**config.mk**
```make
export PLATFORM = sky130hd
export DESIGN_NAME = systolic_array_ctrl
export DESIGN_NICKNAME = d
export VERILOG_FILES = /design/src/rtl/systolic_array_ctrl.sv
export SDC_FILE = /design/constraint.sdc
export NUM_CORES = 1
export LEC_CHECK = 0
export CAP_MARGIN = 20
export CORE_MARGIN = 4
export CORE_UTILIZATION = 23
export DETAILED_ROUTE_END_ITERATION = 6
export GPL_TIMING_DRIVEN = 0
export PLACE_DENSITY = 0.51
export SLEW_MARGIN = 5
export SYNTH_ARGS = -nofsm -noshare
export SYNTH_HDL_FRONTEND = slang
export SYNTH_SLANG_ARGS = --single-unit
```
**constraint.sdc**
```tcl
create_clock -name clk -period 2.1 [get_ports clk]
set_input_delay 0.525 -clock clk [delete_from_list [all_inputs] [get_ports clk]]
set_output_delay 0.525 -clock clk [all_outputs]
set_load 0.01 [all_outputs]
```
**src/rtl/systolic_array_ctrl.sv**
```systemverilog
// Sequencer for an N x N output-stationary systolic array.
// It streams one A column-slice and one B row-slice per cycle, applies a
// diagonal skew to both, clears the PE accumulators and reports completion.
// Optional feature macro: SYSTOLIC_PERF_CNT_EN. When it is defined, a
// saturating count of busy cycles is reported on perf_cycles.

// One skew lane: a capture register followed by DEPTH-1 delay stages.
// Cycles without a valid read return are loaded as zero.
module systolic_skew_lane #(
  parameter int DW    = 8,
  parameter int DEPTH = 1
) (
  input  logic          clk,
  input  logic          rst,
  input  logic          vld,
  input  logic [DW-1:0] din,
  output logic [DW-1:0] dout
);
  logic [DEPTH-1:0][DW-1:0] sr_q, sr_d;

  // capture gated data, then shift it down the lane
  always_comb begin
    sr_d    = '0;
    sr_d[0] = vld ? din : '0;
    for (int s = 1; s < DEPTH; s++) sr_d[s] = sr_q[s-1];
  end

  // lane registers, flushed to zero on reset
  always_ff @(posedge clk) begin
    if (rst) sr_q <= '0;
    else     sr_q <= sr_d;
  end

  assign dout = sr_q[DEPTH-1];
endmodule

module systolic_array_ctrl #(
  parameter int N  = 4,
  parameter int DW = 8,
  parameter int KW = 8
) (
  input  logic            clk,
  input  logic            rst,
  input  logic            start,
  input  logic [KW-1:0]   k_len,
  output logic            busy,
  output logic            done,
  output logic            rd_en,
  output logic [KW-1:0]   rd_addr,
  input  logic [N*DW-1:0] a_rd_data,
  input  logic [N*DW-1:0] b_rd_data,
  output logic [N*DW-1:0] pe_a,
  output logic [N*DW-1:0] pe_b,
  output logic            pe_clr,
  output logic [15:0]     perf_cycles
);
  localparam int DCW = $clog2(2*N) + 1;

  typedef enum logic [2:0] {S_IDLE, S_CLEAR, S_FEED, S_DRAIN, S_DONE} state_t;

  state_t          state_q, state_d;
  logic [KW-1:0]   kcnt_q, kcnt_d;      // slices still to read after the current one
  logic [DCW-1:0]  dcnt_q, dcnt_d;      // drain cycles left
  logic [KW-1:0]   rd_addr_q, rd_addr_d;
  logic            busy_q, busy_d, done_q, done_d, rd_en_q, rd_en_d;
  logic            rd_vld_q;            // read data is on the buffer outputs this cycle

  // next-state logic; registered outputs are derived from the next state
  always_comb begin
    state_d   = state_q;
    kcnt_d    = kcnt_q;
    dcnt_d    = dcnt_q;
    rd_addr_d = '0;
    case (state_q)
      S_IDLE: if (start) begin
        kcnt_d  = k_len;
        state_d = S_CLEAR;
      end
      S_CLEAR: begin
        if (kcnt_q == '0) state_d = S_DONE;
        else begin
          kcnt_d  = kcnt_q - 1'b1;
          state_d = S_FEED;
        end
      end
      S_FEED: begin
        if (kcnt_q == '0) begin
          dcnt_d  = DCW'(2*N - 1);
          state_d = S_DRAIN;
        end else begin
          kcnt_d    = kcnt_q - 1'b1;
          rd_addr_d = rd_addr_q + 1'b1;
        end
      end
      S_DRAIN: begin
        if (dcnt_q == '0) state_d = S_DONE;
        else              dcnt_d  = dcnt_q - 1'b1;
      end
      S_DONE:  state_d = S_IDLE;
      default: state_d = S_IDLE;
    endcase
    busy_d  = (state_d != S_IDLE);
    done_d  = (state_d == S_DONE);
    rd_en_d = (state_d == S_FEED);
  end

  // control registers
  always_ff @(posedge clk) begin
    if (rst) begin
      state_q   <= S_IDLE;
      kcnt_q    <= '0;
      dcnt_q    <= '0;
      rd_addr_q <= '0;
      busy_q    <= 1'b0;
      done_q    <= 1'b0;
      rd_en_q   <= 1'b0;
      rd_vld_q  <= 1'b0;
    end else begin
      state_q   <= state_d;
      kcnt_q    <= kcnt_d;
      dcnt_q    <= dcnt_d;
      rd_addr_q <= rd_addr_d;
      busy_q    <= busy_d;
      done_q    <= done_d;
      rd_en_q   <= rd_en_d;
      rd_vld_q  <= rd_en_q;
    end
  end

  assign busy    = busy_q;
  assign done    = done_q;
  assign rd_en   = rd_en_q;
  assign rd_addr = rd_addr_q;
  assign pe_clr  = rst | (state_q == S_CLEAR);

  // lane i is delayed by i stages past its capture register
  for (genvar i = 0; i < N; i++) begin : g_lane
    systolic_skew_lane #(.DW(DW), .DEPTH(i+1)) u_a (
      .clk(clk), .rst(rst), .vld(rd_vld_q),
      .din(a_rd_data[i*DW +: DW]), .dout(pe_a[i*DW +: DW]));
    systolic_skew_lane #(.DW(DW), .DEPTH(i+1)) u_b (
      .clk(clk), .rst(rst), .vld(rd_vld_q),
      .din(b_rd_data[i*DW +: DW]), .dout(pe_b[i*DW +: DW]));
  end

`ifdef SYSTOLIC_PERF_CNT_EN
  logic [15:0] cyc_q, cyc_d, perf_q, perf_d;

  // saturating busy counter; its total is published in the DONE cycle
  always_comb begin
    cyc_d  = cyc_q;
    perf_d = perf_q;
    if (busy_q && cyc_q != 16'hFFFF) cyc_d = cyc_q + 16'd1;
    if (state_q == S_DONE) begin
      perf_d = cyc_d;
      cyc_d  = '0;
    end
  end

  // performance registers
  always_ff @(posedge clk) begin
    if (rst) begin
      cyc_q  <= '0;
      perf_q <= '0;
    end else begin
      cyc_q  <= cyc_d;
      perf_q <= perf_d;
    end
  end

  assign perf_cycles = perf_q;
`else
  assign perf_cycles = 16'd0;
`endif
endmodule
```
==> results.json <==
{
  "std_cell_rows": 58,
  "worst_setup_path_start_kind": "register",
  "arrival_ps": 2310,
  "finClkSkew_ps": 10.77,
  "syn2layout_area_growth_pct": 44.00,
  "clockBufferDepth": 2,
  "cts-buffers-inserted": 17,
  "rsz0062_at_grt": "no",
  "wire_per_inst_um": 12.43,
  "io_pins": 167,
  "drc": 0,
  "yosys_warnings": 0,
  "syn_avg_cell_area_um2": 11.25,
  "drt-total-wl_um": 12990,
  "hold_end": "g_lane[3].u_a.sr_d[20]$_SDFF_PP0_",
  "p_per_area_nw_per_um2": 1042,
  "r2r_end": "busy$_SDFF_PP0_",
  "grt_usage": 0.09342,
  "start_util": 0.2330,
  "diodes": 0,
  "synth_area_leaders": "dfxtp_1, nor2b_1, and2_1",
  "io_buffers": 149,
  "post_synth_num_cell_types": 52,
  "hpwl_um": 9330,
  "vias": 3908,
  "antenna_found_initial": 0,
  "htree_levels": 4,
  "cts_tree": "built",
  "critPathMaxFanout": 6,
  "yosysTopAreaCell": "dfxtp_1",
  "use_met1": 0.1167,
  "crit_required_ps": 2370,
  "path_clk_slew_ps": 80,
  "hold_start": "g_lane[3].u_a.sr_d[12]$_SDFF_PP0_",
  "vias_per_cell": 3.740,
  "setup_violations": 0,
  "dieArea_um2": 28050,
  "fp.dieW_um": 167.5,
  "synth_common_cells": "dfxtp_1, nor2b_1, and2_1, clkbuf_1, buf_4",
  "grt-ovfl-total": 0,
  "hold_depth": 1,
  "busiest_layer": "met2",
  "core_area_um2": 25110,
  "whs_ps": 431.5,
  "outcome": "complete, no violations",
  "end_kind": "register",
  "synthCells": 520,
  "tns_ps": 0,
  "worst_slew_pin_slew_ps": 757.2,
  "ctsHoldBuffers": 0,
  "vdd_ir_drop_max_mv": 0.4315,
  "post_cts_buffers": 0,
  "drv_slew": 0,
  "async_reset_ff_frac": 0,
  "worstSetupPathType": "register to register",
  "dr.pass1.iters": 4,
  "cts_resized": 5,
  "layout-drive-gt1-share": 0.09091,
  "cts_num_sinks": 187,
  "drtIter0Drc": 200,
  "r2r-start": "kcnt_q[0]$_SDFFE_PP0P_",
  "syn_area_um2": 5849,
  "ant_nets": 0,
  "grt_pass1_vias": 3779,
  "clk_latency_ps": 420,
  "gr-usage-met2": 0.1503,
  "grtUsageMet3": 0.03329,
  "r2r_cells": 6,
  "cap_violations": 0,
  "p_leak_uw": 0.003235,
  "max_slew_margin": 0.4910,
  "max_freq_mhz": 491.8,
  "finalCritPeriodShare": 0.9683,
  "period_needed_ps": 2033,
  "hp-class": "register to register",
  "ys_seq_area_frac": 0.6400,
  "yosys_most_used_dff": "dfxtp_1",
  "synth_top_area_frac": 0.6400,
  "r2r_slack_ps": 70,
  "fin_nets": 781,
  "yosysMostFrequentCell": "dfxtp_1",
  "grt_pass1_wl_um": 20760,
  "synth_enable_flop_cells": 0,
  "hold_viol_final": 0,
  "ys_seq_elements": 187,
  "grt_max_degree": 20,
  "place.gp.congestion": 0.7936,
  "power_uw": 8780,
  "root_buffer": "clkbuf_16",
  "stdcell_area_um2": 8423,
  "placed_cell_area_um2": 7810,
  "fp.dieH_um": 167.5,
  "fill_cells": 2614
}
[cells in the final DEF (no fill, tap or decap), types with 3 or more instances in the layout]
cell type / n
buf_4: 18
nor4_1: 3
xor2_1: 5
nor3_1: 4
a211o_1: 3
conb_1: 16
clkinv_8: 3
o21ai_0: 8
nand2_1: 5
nand4_1: 3
ha_1: 4
nor2b_1: 100
a211oi_1: 4
inv_8: 4
inv_1: 9
and3_1: 3
a311oi_1: 3
nor2_1: 14
clkbuf_16: 17
clkbuf_1: 20
and2_1: 64
dfxtp_1: 187
nand3_1: 6
a31oi_1: 3
clkdlybuf4s50_1: 148
a21oi_1: 10
[metal layers]
metal | part of all wire | up-vias
met5 | 0 | -
met4 | 0.013 | 0
met3 | 0.065 | 9
met2 | 0.47 | 96
met1 | 0.45 | 1783
li1 | - | 2020
[through the flow]
| step | cells | setup WS [ps] | utilization |
|---|---|---|---|
| finish | 1045 | 66.60 | 0.3355 |
| global placement | 1014 | -407.2 | 0.3110 |
| global route | 1045 | 2.326 | 0.3355 |
| CTS | 1046 | 87.43 | 0.3356 |
| floorplan | 535 | 123.8 | - |
| detailed placement | 1014 | -333.4 | 0.3110 |
[area by class of cell]
type	count	area, um2	share of cell area
clock inverters	15	178.9	0.02124
multi-input cells	296	1909	0.2267
flip-flops and latches	187	3744	0.4444
repair buffers	149	1490	0.1769
inverters	9	33.78	0.004011
well taps	330	412.9	0.04902
plain buffers	42	229.0	0.02718
clock buffers	17	425.4	0.05051
[worst max-delay path: stages, from the launching register on]
cell and delay, ps:
dfxtp_1 360, inv_1 120, ha_1 160, nor3b_1 530, a311oi_1 190, o21ai_0 360, o21ai_1 160
[state kept, by name, summed over array words and instances (netlist names)]
name             cells
g_lane.u_a.sr_d     48
rd_vld_q             1
g_lane.u_a.dout     32
rd_en                1
dcnt_q               4
busy                 1
done                 1
g_lane.u_b.sr_d     48
rd_addr              8
g_lane.u_b.dout     32
state_q              3
kcnt_q               8
[how the worst max path moves through the flow]
stage	end	slack, ps	cells past startpoint	from
6_report	busy$_SDFF_PP0_	70	6	kcnt_q[0]$_SDFFE_PP0P_
5_1_grt	busy$_SDFF_PP0_	2	6	kcnt_q[0]$_SDFFE_PP0P_
4_1_cts	dcnt_q[3]$_SDFFE_PP0P_	90	6	kcnt_q[0]$_SDFFE_PP0P_
3_5_place_dp	pe_clr	-330	4	rst
3_3_place_gp	pe_clr	-410	4	rst
2_1_floorplan	dcnt_q[3]$_SDFFE_PP0P_	120	6	kcnt_q[0]$_SDFFE_PP0P_
[cell families (layout without fill, tap and decap cells)]
logic type / Yosys count / count (layout) / share of synthesized area
simple gates: 220 / 220 / 0.2349
flops: 187 / 187 / 0.6400
buf+inv: 52 / 232 / 0.04470
compound gates: 47 / 47 / 0.05541
xor+xnor: 8 / 8 / 0.01326
fa+ha+maj: 4 / 4 / 0.008556
other cells: 1 / 16 / 0.0006411
mux: 1 / 1 / 0.002566
[where the power goes]
part / switching, uW / total (uW) / internal [uW]
Sequential: 143 / 3900 / 3760
Clock: 1500 / 3210 / 1710
Combinational: 894 / 1670 / 775
No activity file was read; power rests on OpenSTA's default activity.
